## config.mk

```make
export PLATFORM = sky130hd
export DESIGN_NAME = serdes_pulse_generator
export DESIGN_NICKNAME = d
export VERILOG_FILES = /design/src/rtl/serdes_pulse_generator.sv
export SDC_FILE = /design/constraint.sdc
export NUM_CORES = 1
export LEC_CHECK = 0
export ABC_AREA = 1
export ABC_CLOCK_PERIOD_IN_PS = 3680
export BUFFER_PORTS_ARGS = -buffer_cell sky130_fd_sc_hd__buf_2
export CORE_MARGIN = 2
export CORE_UTILIZATION = 48
export CTS_CLUSTER_DIAMETER = 200
export CTS_CLUSTER_SIZE = 30
export DETAILED_ROUTE_END_ITERATION = 7
export PLACE_DENSITY_LB_ADDON = 0.3
export SYNTH_ARGS = -nofsm -noshare
export SYNTH_HDL_FRONTEND = slang
export SYNTH_SLANG_ARGS = --single-unit
```

## constraint.sdc

```tcl
create_clock -name i_parallel_clk -period 3.68 [get_ports i_parallel_clk]
set_clock_uncertainty 0.1 [all_clocks]
set_input_delay 0.552 -clock i_parallel_clk [delete_from_list [all_inputs] [get_ports i_parallel_clk]]
set_output_delay 0.552 -clock i_parallel_clk [all_outputs]
set_load 0.03 [all_outputs]
```

## src/rtl/serdes_pulse_generator.sv

```systemverilog
// Pulse word generator for an OSERDES output stage. A trigger schedules one pulse
// at a programmable coarse + fine offset with bit-period resolution.
module serdes_pulse_generator #(
  parameter  int DATA_WIDTH  = 4,
  parameter  int DELAY_WIDTH = 16,
  parameter  int WIDTH_WIDTH = 16,
  localparam int FINE_WIDTH  = (DATA_WIDTH > 1) ? $clog2(DATA_WIDTH) : 1
) (
  input  logic                   i_parallel_clk,
  input  logic                   i_reset,
  input  logic                   i_enable,
  input  logic                   i_trigger,
  input  logic [DELAY_WIDTH-1:0] i_coarse_delay,
  input  logic [FINE_WIDTH-1:0]  i_fine_delay,
  input  logic [WIDTH_WIDTH-1:0] i_pulse_width,
  output logic [DATA_WIDTH-1:0]  o_data_out,
  output logic                   o_busy,
  output logic                   o_trigger_dropped
);

  // One spare bit over coarse*DATA_WIDTH + width keeps the offset arithmetic wrap-free.
  localparam int OFS_WIDTH = DELAY_WIDTH + WIDTH_WIDTH + 1;

  typedef enum logic {
    IDLE = 1'b0,
    RUN  = 1'b1
  } state_t;

  state_t                 r_state;
  state_t                 w_next_state;
  logic [OFS_WIDTH-1:0]   r_start;
  logic [OFS_WIDTH-1:0]   r_end;
  logic [OFS_WIDTH-1:0]   r_base;
  logic [DATA_WIDTH-1:0]  r_data_out;
  logic                   r_trigger_dropped;

  logic [FINE_WIDTH-1:0]  w_fine_sat;
  logic [OFS_WIDTH-1:0]   w_start;
  logic [OFS_WIDTH-1:0]   w_end;
  logic [OFS_WIDTH-1:0]   w_next_base;
  logic                   w_busy;
  logic                   w_accept;
  logic                   w_last;
  logic [DATA_WIDTH-1:0]  w_word;

  assign w_busy = (r_state == RUN);

  // Out-of-range fine delays clamp to the last bit of the word.
  always_comb begin
    w_fine_sat = i_fine_delay;
    if (int'(i_fine_delay) >= DATA_WIDTH)
      w_fine_sat = FINE_WIDTH'(DATA_WIDTH - 1);
  end

  assign w_start     = OFS_WIDTH'(i_coarse_delay) * OFS_WIDTH'(DATA_WIDTH) + OFS_WIDTH'(w_fine_sat);
  assign w_end       = w_start + OFS_WIDTH'(i_pulse_width);
  assign w_next_base = r_base + OFS_WIDTH'(DATA_WIDTH);
  assign w_accept    = i_trigger && i_enable && !w_busy && (i_pulse_width != '0);
  // The current word is the last one holding pulse bits when the next word starts at or past E.
  assign w_last      = (w_next_base >= r_end);

  // State register
  always_ff @(posedge i_parallel_clk) begin
    if (i_reset) r_state <= IDLE;
    else         r_state <= w_next_state;
  end

  // Next-state logic
  // NOTE: every always_comb output gets a default first so no latch can be inferred.
  always_comb begin
    w_next_state = r_state;
    unique case (r_state)
      IDLE: if (w_accept) w_next_state = RUN;
      RUN:  if (w_last)   w_next_state = IDLE;
      default: w_next_state = IDLE;
    endcase
  end

  // Output logic: the word for base B, forced to zero outside RUN
  always_comb begin
    w_word = '0;
    if (r_state == RUN) begin
      for (int i = 0; i < DATA_WIDTH; i++) begin
        w_word[i] = ((r_base + OFS_WIDTH'(i)) >= r_start) &&
                    ((r_base + OFS_WIDTH'(i)) <  r_end);
      end
    end
  end

  // NOTE: sequential state uses non-blocking assignments so all registers update from pre-edge values.
  always_ff @(posedge i_parallel_clk) begin
    if (i_reset) begin
      r_start           <= '0;
      r_end             <= '0;
      r_base            <= '0;
      r_data_out        <= '0;
      r_trigger_dropped <= 1'b0;
    end else begin
      r_data_out        <= w_word;
      r_trigger_dropped <= i_trigger && i_enable && w_busy;
      if (w_accept) begin
        r_start <= w_start;
        r_end   <= w_end;
        r_base  <= '0;
      end else if (w_busy) begin
        r_base  <= w_next_base;
      end
    end
  end

  assign o_data_out        = r_data_out;
  assign o_busy            = w_busy;
  assign o_trigger_dropped = r_trigger_dropped;

endmodule

```

# Yosys cells after proc, flatten, opt, wreduce, memory -nomap -nowiden
# Index checks and enable logic that the tools add are counted.
# classes
bitwise	1
order_cmp	9
n_mux	3
n_addsub	6
n_reduce_logical	12
# op_table
operator	n
33-bit >= comparator	5
33-bit < comparator	4
33-bit by 2-bit adder with 33-bit output, second input constant	2
33-bit by 1-bit adder with 33-bit output, second input constant	1
33-bit by 3-bit adder with 33-bit output, second input constant	1
19-bit by 16-bit adder with 20-bit output	1
18-bit by 2-bit adder with 19-bit output	1
16-bit nonzero test	1
1-bit logical AND	8
2-bit OR reduction	2
1-bit two-way mux	2
1-bit case mux with 2 select lines	1
1-bit zero test	1
1-bit inverter	1
# totals
register_bits	105
in_bits	38
elab_cells	37
output_inout_bits	6

# Logic depth before layout (Yosys ltp)
# Gate-level depths: netlist (run 1).
# logic_depth
word_depth	5
ltp_mapped	20
depth_no_buf	20

# Worst setup path before layout (run 1)
# No wires, ideal clock.
# synth_path
kind	reg2reg
startpoint	register r_base[2]
endpoint	register r_state, in the netlist o_busy
stages_incl_launch_ff	18
n_path_buf	0
period_less_slack_ns	2.597
arrival_time_ns	2.364
path_slack_ns	1.083
setup_ns	0.132
path_cell_list	dfxtp_1 -> ha_1 -> nand3_2 -> inv_2 -> nand2_4 -> nor3_1 -> nand3_1 -> nand2_1 -> inv_1 -> ha_1 -> nand4_1 -> nor2_1 -> inv_1 -> o21a_1 -> nand3_1 -> a21oi_1 -> nand3_1 -> a21oi_1
# synth_between
elab_chain_len	4
# synth_rtl
item	line	source
start: declaration	33	logic [OFS_WIDTH-1:0] r_base;
start signal: assignment	106	r_base <= w_next_base;
33-bit by 3-bit adder with 33-bit output	57	assign w_next_base = r_base + OFS_WIDTH'(DATA_WIDTH);
net w_next_base[16]	40	logic [OFS_WIDTH-1:0] w_next_base;
33-bit >= comparator	60	assign w_last = (w_next_base >= r_end);
1-bit two-way mux	74	RUN: if (w_last) w_next_state = IDLE;
1-bit case mux with 2 select lines	72	unique case (r_state)
end signal: assignment	65	else r_state <= w_next_state;
end: declaration	29	state_t r_state;
# The timed path passes the listed nets, and every way through them passes these cells.
# A chain may end at the register's enable or synchronous reset.

# Final worst setup path (run 1)
# Ends and elaborated chain as after synthesis.

==> results of run 1 <==
-- through the flow --
step / cell area [um2] / total power [W]
floorplan: 5850 / 0.00130
global placement: 6200 / 0.00147
detailed placement: 6200 / 0.00147
CTS: 6480 / 0.00230
global route: 6480 / 0.00242
finish: 6480 / 0.00229
-- Yosys cell counts, types with 6 or more instances --
| cell | number |
|---|---|
| nor3_1 | 9 |
| dfxtp_1 | 74 |
| nand2_1 | 197 |
| nand4_1 | 15 |
| xor2_1 | 16 |
| nor2_1 | 82 |
| nand3_1 | 62 |
| a21oi_1 | 101 |
| nor4_1 | 11 |
| a21o_1 | 6 |
| o21ai_0 | 65 |
| xnor2_1 | 7 |
| ha_1 | 69 |
| clkbuf_1 | 18 |
| inv_1 | 131 |
-- critical path, stage by stage (launching register included) --
cell     delay, ns
dfxtp_1       0.52
ha_1          0.31
nand3_2       0.16
inv_2         0.13
nand2_4       0.08
nor3_1        0.24
nand3_1       0.11
nand2_1       0.09
inv_1         0.05
ha_1          0.32
nand4_1       0.14
nor2_1        0.17
inv_1         0.05
o21a_1        0.17
nand3_1       0.06
a21oi_1       0.06
nand3_1       0.08
a21oi_1       0.05
-- placed cells by master, fill, tap and decap left out, drive strengths merged --
cell      synthesis  layout
or2               2       2
nor2             89      89
clkinv            0       3
nand2           200     200
a21o              6       6
nor3              9       9
ha               69      69
nor4             11      11
inv             134     134
and3              1       1
xnor2             7       7
a31o              1       1
o22ai             2       2
o21a              1       1
a31oi             1       1
nand3            63      63
nand4            15      15
fa                1       1
o211a             1       1
clkbuf           18      11
a21oi           101     101
clkinvlp          0       2
o211ai            5       5
buf               2      47
a21boi            2       2
a211oi            2       2
nand3b            1       1
o21ai            67      67
o21bai            3       3
dfxtp            74      74
xor2             16      16
-- final cells by class --
| type | instances | area (um2) |
|---|---|---|
| timing repair buffer | 47 | 245 |
| clock buffer | 11 | 243 |
| inverter | 134 | 503 |
| clock inverter | 5 | 30.0 |
| multi-input combinational | 676 | 3790 |
| sequential | 74 | 1480 |
| fill | 1218 | 5490 |
| tap | 147 | 184 |
-- flip-flops by register name, summed over array words and instances, names as in the netlist --
register and flops:
r_base 31, r_end 19, r_start 18, o_trigger_dropped 1, o_data_out 4, o_busy 1
-- routing by layer --
metal,global-route usage,up-vias,share of wire
met2,0.422,170,0.45
met5,0,-,0
met1,0.347,2721,0.47
li1,-,3071,-
met3,0.0371,23,0.055
met4,0.0976,0,0.023
-- power breakdown --
group | switching [W] | internal [W]
clock network | 0.000359 | 0.000471
registers | 0.0000353 | 0.000847
logic | 0.000380 | 0.000201
total | 0.000774 | 0.00152
-- how the worst min path moves through the flow --
stage                   to  slack (ns)         from
2_1_floorplan   r_start[3]        0.34   r_start[3]
3_3_place_gp   r_start[12]        0.35  r_start[12]
3_5_place_dp   r_start[12]        0.36  r_start[12]
4_1_cts        r_start[12]        0.37  r_start[12]
5_1_grt        r_start[12]        0.39  r_start[12]
6_report       r_start[12]        0.37  r_start[12]
-- cell families after synthesis --
family                   after synthesis  share of synthesized area
buffers and inverters                154                     0.0990
flip-flops                            74                      0.253
AND/OR/NAND/NOR                      391                      0.288
AO/OA/AOI/OAI                        192                      0.175
adder cells (fa/ha/maj)               70                      0.151
XOR/XNOR                              23                     0.0344
==> results.yml, run 1 <==
outcome:
  status: "finished clean"
final_layout:
  finalNonFillerCells: 1094
  n_antenna_cell: 0
  fin_util: 0.541
  nets: 1050
  syn_to_final_growth_pct: 10.7
  drive_above_1_share: 0.0834
synthesis:
  ys_seq_area_frac: 0.253
  synth_edf_count: 0
  synth_area_per_cell_um2: 6.47
  netlist.area_leader.share: 0.253
  syn_nets: 1012
  synth_top_area_cell: "dfxtp_1"
  synthFlopType: "dfxtp_1"
  synthCells: 904
  ys_types: 37
  yosys_warnings: 0
  synth_seq_cells: 74
  netlist_area_mm2: 0.00585
  yosys-top-cells-area: "dfxtp_1 (25%), ha_1 (15%), nand2_1 (13%)"
  synthArstFlopShare: 0
clocking:
  cts_resized: 0
  clk_pin_slew_ns: 0.06
  cts_buffer_depth: 2
  cts.sinks: 74
  cts_buffers: 9
  holdBufCountCts: 0
  clk_latency_ns: 0.35
  h-tree-depth: 3
  cts_tree: "done"
  clockRootBuffer: "clkbuf_16"
  cts_setup_buffers: 0
setup_path:
  r2r_end: "o_busy"
  worstSetupPathType: "flip-flop to flip-flop"
  r2r-start: "r_base[2]"
  crit_arrival_ns: 3.15
  cp-start-kind: "flip-flop"
  cp-startpoint: "r_base[2]"
  endpoint: "o_busy"
  rr_worst_depth: 17
  r2r_slack_ns: 0.65
  crit_fanout: 8
  worst_ep_required_time_ns: 3.80
  end_kind: "flip-flop"
min_path:
  hp-class: "flip-flop to flip-flop"
  whs_path_depth: 2
floorplanning:
  die_h_um: 114
  die_width_um: 114
  pin_count: 44
  die-area_mm2: 0.0131
  floorplan.initialDensity: 0.489
  core-area_mm2: 0.0120
  rows: 40
place:
  io_buffers: 43
  placed_cells: 1078
  dp_hpwl_um: 12800
  dp_slack_ns: 0.682
  gp_congestion: 0.959
sta:
  period_share: 0.824
  final_hold_viol_count: 0
  drv_slew: 0
  setup_viol: 0
  relSlewSlack: 0.523
  fmax_ghz: 0.330
  whs_ns: 0.373
  rsz0062_at_grt: "false"
  tightest_slew_ns: 0.708
  tns_ns: 0
  fin_crit_ns: 3.03
  worst_slack_ns: 0.649
global_route:
  gr-total-overflow: 0
  grt_pass1_vias: 5457
  antenna_found_initial: 0
  grt_pass1_wl_um: 26500
  grt_max_degree: 55
  grt_usage: 0.259
power:
  power.leakage_nw: 3.17
  vdd_ir_drop_max_uv: 180
  p_per_area_mw_per_mm2: 354
routing:
  drt-initial-drc-count: 399
  wl_per_cell_um: 14.9
  drc: 0
  routed_wl_um: 16300
  vias: 5985
  detail-route-antenna-nets: 0
  detailedRoute.firstPassIterationCount: 5
  avgViaCountPerCell: 5.47
run:
  maxCapViolations: 0
No activity file was read; power rests on OpenSTA's default activity.
==> run 2: changes to the inputs <==
--- a/config.mk
+++ b/config.mk
@@ -5,8 +5,8 @@
 export SDC_FILE = /design/constraint.sdc
 export NUM_CORES = 1
 export LEC_CHECK = 0
-export ABC_AREA = 1
-export ABC_CLOCK_PERIOD_IN_PS = 3680
+export ABC_AREA = 0
+export ABC_CLOCK_PERIOD_IN_PS = 2700
 export BUFFER_PORTS_ARGS = -buffer_cell sky130_fd_sc_hd__buf_2
 export CORE_MARGIN = 2
 export CORE_UTILIZATION = 48
==> constraint.sdc (replaced) <==
create_clock -name i_parallel_clk -period 2.7 [get_ports i_parallel_clk]
set_clock_uncertainty 0.1 [all_clocks]
set_input_delay 0.405 -clock i_parallel_clk [delete_from_list [all_inputs] [get_ports i_parallel_clk]]
set_output_delay 0.405 -clock i_parallel_clk [all_outputs]
set_load 0.03 [all_outputs]
==> run 2 against run 1 <==
Net effect:
- core utilization up 2.5 points
- critical endpoint unchanged
- the run now ends with negative setup slack left
- global-route usage shrank 2.6 points
- synthesized cell count down 23%
- total power up 27%
- non-clock buffer count grew 28
- sequential share of layout area grew 0.46 points
- critical path depth fell by 5
- final cell count down 18%
- combinational power is 2% higher
- clock power rose by 39%
- largest cell class unchanged
==> results.yml, run 2 <==
outcome:
  status: "finished, violations left"
  violations: "negative setup slack"
synthesis:
  syn_nets: 805
  ys_types: 62
  synth.most_common_cell: "nand2_1"
  synth_seq_cells: 74
  synthCells: 697
  netlist.area_leader.share: 0.271
  synthFlopType: "dfxtp_1"
  synthArstFlopShare: 0
  synth_top_area_cell: "dfxtp_1"
  synth_area_per_cell_um2: 7.86
  ys_top_cells_by_count: "nand2_1 (85), dfxtp_1 (74), ha_1 (69), nor2_1 (63), a21oi_1 (52)"
  netlist_area_mm2: 0.00548
  yosys-top-cells-area: "dfxtp_1 (27%), ha_1 (16%), nand2_1 (5.8%)"
  synth_edf_count: 0
  yosys_warnings: 0
  ys_seq_area_frac: 0.271
routing:
  detailedRoute.firstPassIterationCount: 5
  drt-initial-drc-count: 276
  wl_met2_um: 6630
  wl_per_cell_um: 15.5
  detail-route-antenna-nets: 0
  drc: 0
  vias: 5112
  wl_met3_um: 566
  avgViaCountPerCell: 5.67
  wl_met1_um: 6430
  highest_layer: "met4"
  routed_wl_um: 14000
sta:
  whs_ns: 0.224
  final_hold_viol_count: 0
  tightest_slew_ns: 0.747
  fin_crit_ns: 2.72
  fmax_ghz: 0.367
  rsz0062_at_grt: "true"
  tns_ns: -0.0229
  period_share: 1.01
  setup_viol: 1
  drv_slew: 0
  relSlewSlack: 0.500
  worst_slack_ns: -0.0229
final_layout:
  layout_common_cells: "nand2_1 (84), dfxtp_1 (72), ha_1 (68)"
  drive_above_1_share: 0.152
  largest_reg_flops: 31
  regMostFlops: "r_base"
  nets: 861
  syn_to_final_growth_pct: 16.5
  top_regs: "r_base x31, r_end x19, r_start x18"
  fin_util: 0.566
  final_common_cell: "nand2_1"
  final_area_mm2: 0.00638
  n_antenna_cell: 0
setup_path:
  path_cells: "nand4_1 > nor2_2 > nand2_1 > nor2_2 > nand3_1 > xnor2_1 > ha_1 > and4_1 > nand2_1 > nor4_1 > nor4_1 > a41o_1"
  worst_ep_required_time_ns: 2.83
  crit_fanout: 4
  path_buf_inv: 0
  cp-start-kind: "flip-flop"
  critPathTopFamily: "simple AND/OR/NAND/NOR gates"
  critPathMaxStageDelay_ns: 0.44
  end_kind: "flip-flop"
  worstSetupPathType: "flip-flop to flip-flop"
  crit_arrival_ns: 2.86
  cpMaxStageDelayCell: "dfxtp_1"
place:
  dp_hpwl_um: 10800
  io_buffers: 43
  gp_congestion: 0.883
  dp_slack_ns: -0.112
  post_dp_cell_area_mm2: 0.00604
global_route:
  grt_pass1_vias: 4995
  grt_usage: 0.233
  grt_pass1_wl_um: 23600
  antenna_found_initial: 0
  gr-total-overflow: 0
  grt_max_degree: 42
min_path:
  hp-class: "input pin to flip-flop"
clocking:
  clockRootBuffer: "clkbuf_16"
  cts_setup_buffers: 0
  cts_buffer_depth: 2
  cts.sinks: 74
  clk_pin_slew_ns: 0.06
  h-tree-depth: 3
  clk_latency_ns: 0.34
  cts_buffers: 9
  cts_tree: "done"
floorplanning:
  die_h_um: 111
  core-area_mm2: 0.0113
  rows: 39
  floorplan.initialDensity: 0.486
  pin_count: 44
  die-area_mm2: 0.0123
  die_width_um: 111
power:
  p_per_area_mw_per_mm2: 455
  vdd_ir_drop_max_uv: 259
  power.leakage_nw: 2.77
run:
  maxCapViolations: 0
run 2: changes by cell type in the layout (fill, tap and decap cells not counted), moves of 23 or more:
cell     before  now
nand2_1     197   84
inv_1       131   45
a21oi_1     101   52
o21ai_0      65   18
nand3_1      62   27
buf_4         4   31
nor2_1       82   59
run 2: per-layer routing:
| metal | vias to the layer above | track usage |
|---|---|---|
| met5 | - | 0 |
| met4 | 0 | 0.0967 |
| met3 | 28 | 0.0339 |
| met2 | 129 | 0.396 |
| met1 | 2368 | 0.295 |
| li1 | 2587 | - |
run 2: area by class of cell:
type	count	area (um2)
clock buffers	12	267
multi-input cells	548	3790
fillers	1006	4890
clock inverters	4	23.8
repair buffers	75	468
flip-flops and latches	74	1490
inverters	45	169
well taps	143	179
run 2: cells by family (layout without fill, tap and decap cells):
family / after synthesis / after routing / synth area share
DFF: 74 / 74 / 0.271
AOI/OAI and AO/OA: 149 / 149 / 0.175
adders and majority gates: 70 / 70 / 0.161
buffers and inverters: 75 / 136 / 0.0537
muxes: 3 / 3 / 0.00548
and+or+nand+nor: 272 / 272 / 0.248
xor gates and xnor gates: 54 / 54 / 0.0864
run 2: final timing paths:
check | start | end | slack [ns] | cells past startpoint
worst max-delay path | r_base[5] | o_busy | -0.02 | 12
worst min-delay path | i_coarse_delay[5] | r_start[7] | 0.22 | 3
worst max register to register | r_base[5] | o_busy | -0.02 | 12
worst min register to register | r_start[8] | r_start[8] | 0.35 | 2
run 2: stage by stage:
| step | instances | total power, W |
|---|---|---|
| after floorplan | 697 | 0.00158 |
| final | 901 | 0.00290 |
| after detailed placement | 885 | 0.00176 |
| after global routing | 901 | 0.00304 |
| after global placement | 885 | 0.00174 |
| after CTS | 901 | 0.00291 |
run 2: repair_timing:
item                       CTS  global route
hold buffers                 0             0
resized for setup            8             4
setup endpoints to repair    1             2
run 2: report_power, final:
group          internal [W]  switching, W  leakage [nW]  total, W
Sequential          0.00113     0.0000259         0.602   0.00116
Clock              0.000694      0.000457         0.145   0.00115
Combinational      0.000242      0.000353          2.02  0.000595
run 2: tightest hold or removal path: cells and delay by family:
family                 cells  cell delay, ns
AO/OA/AOI/OAI              1            0.05
buffers and inverters      1            0.11
AND/OR/NAND/NOR            1            0.05
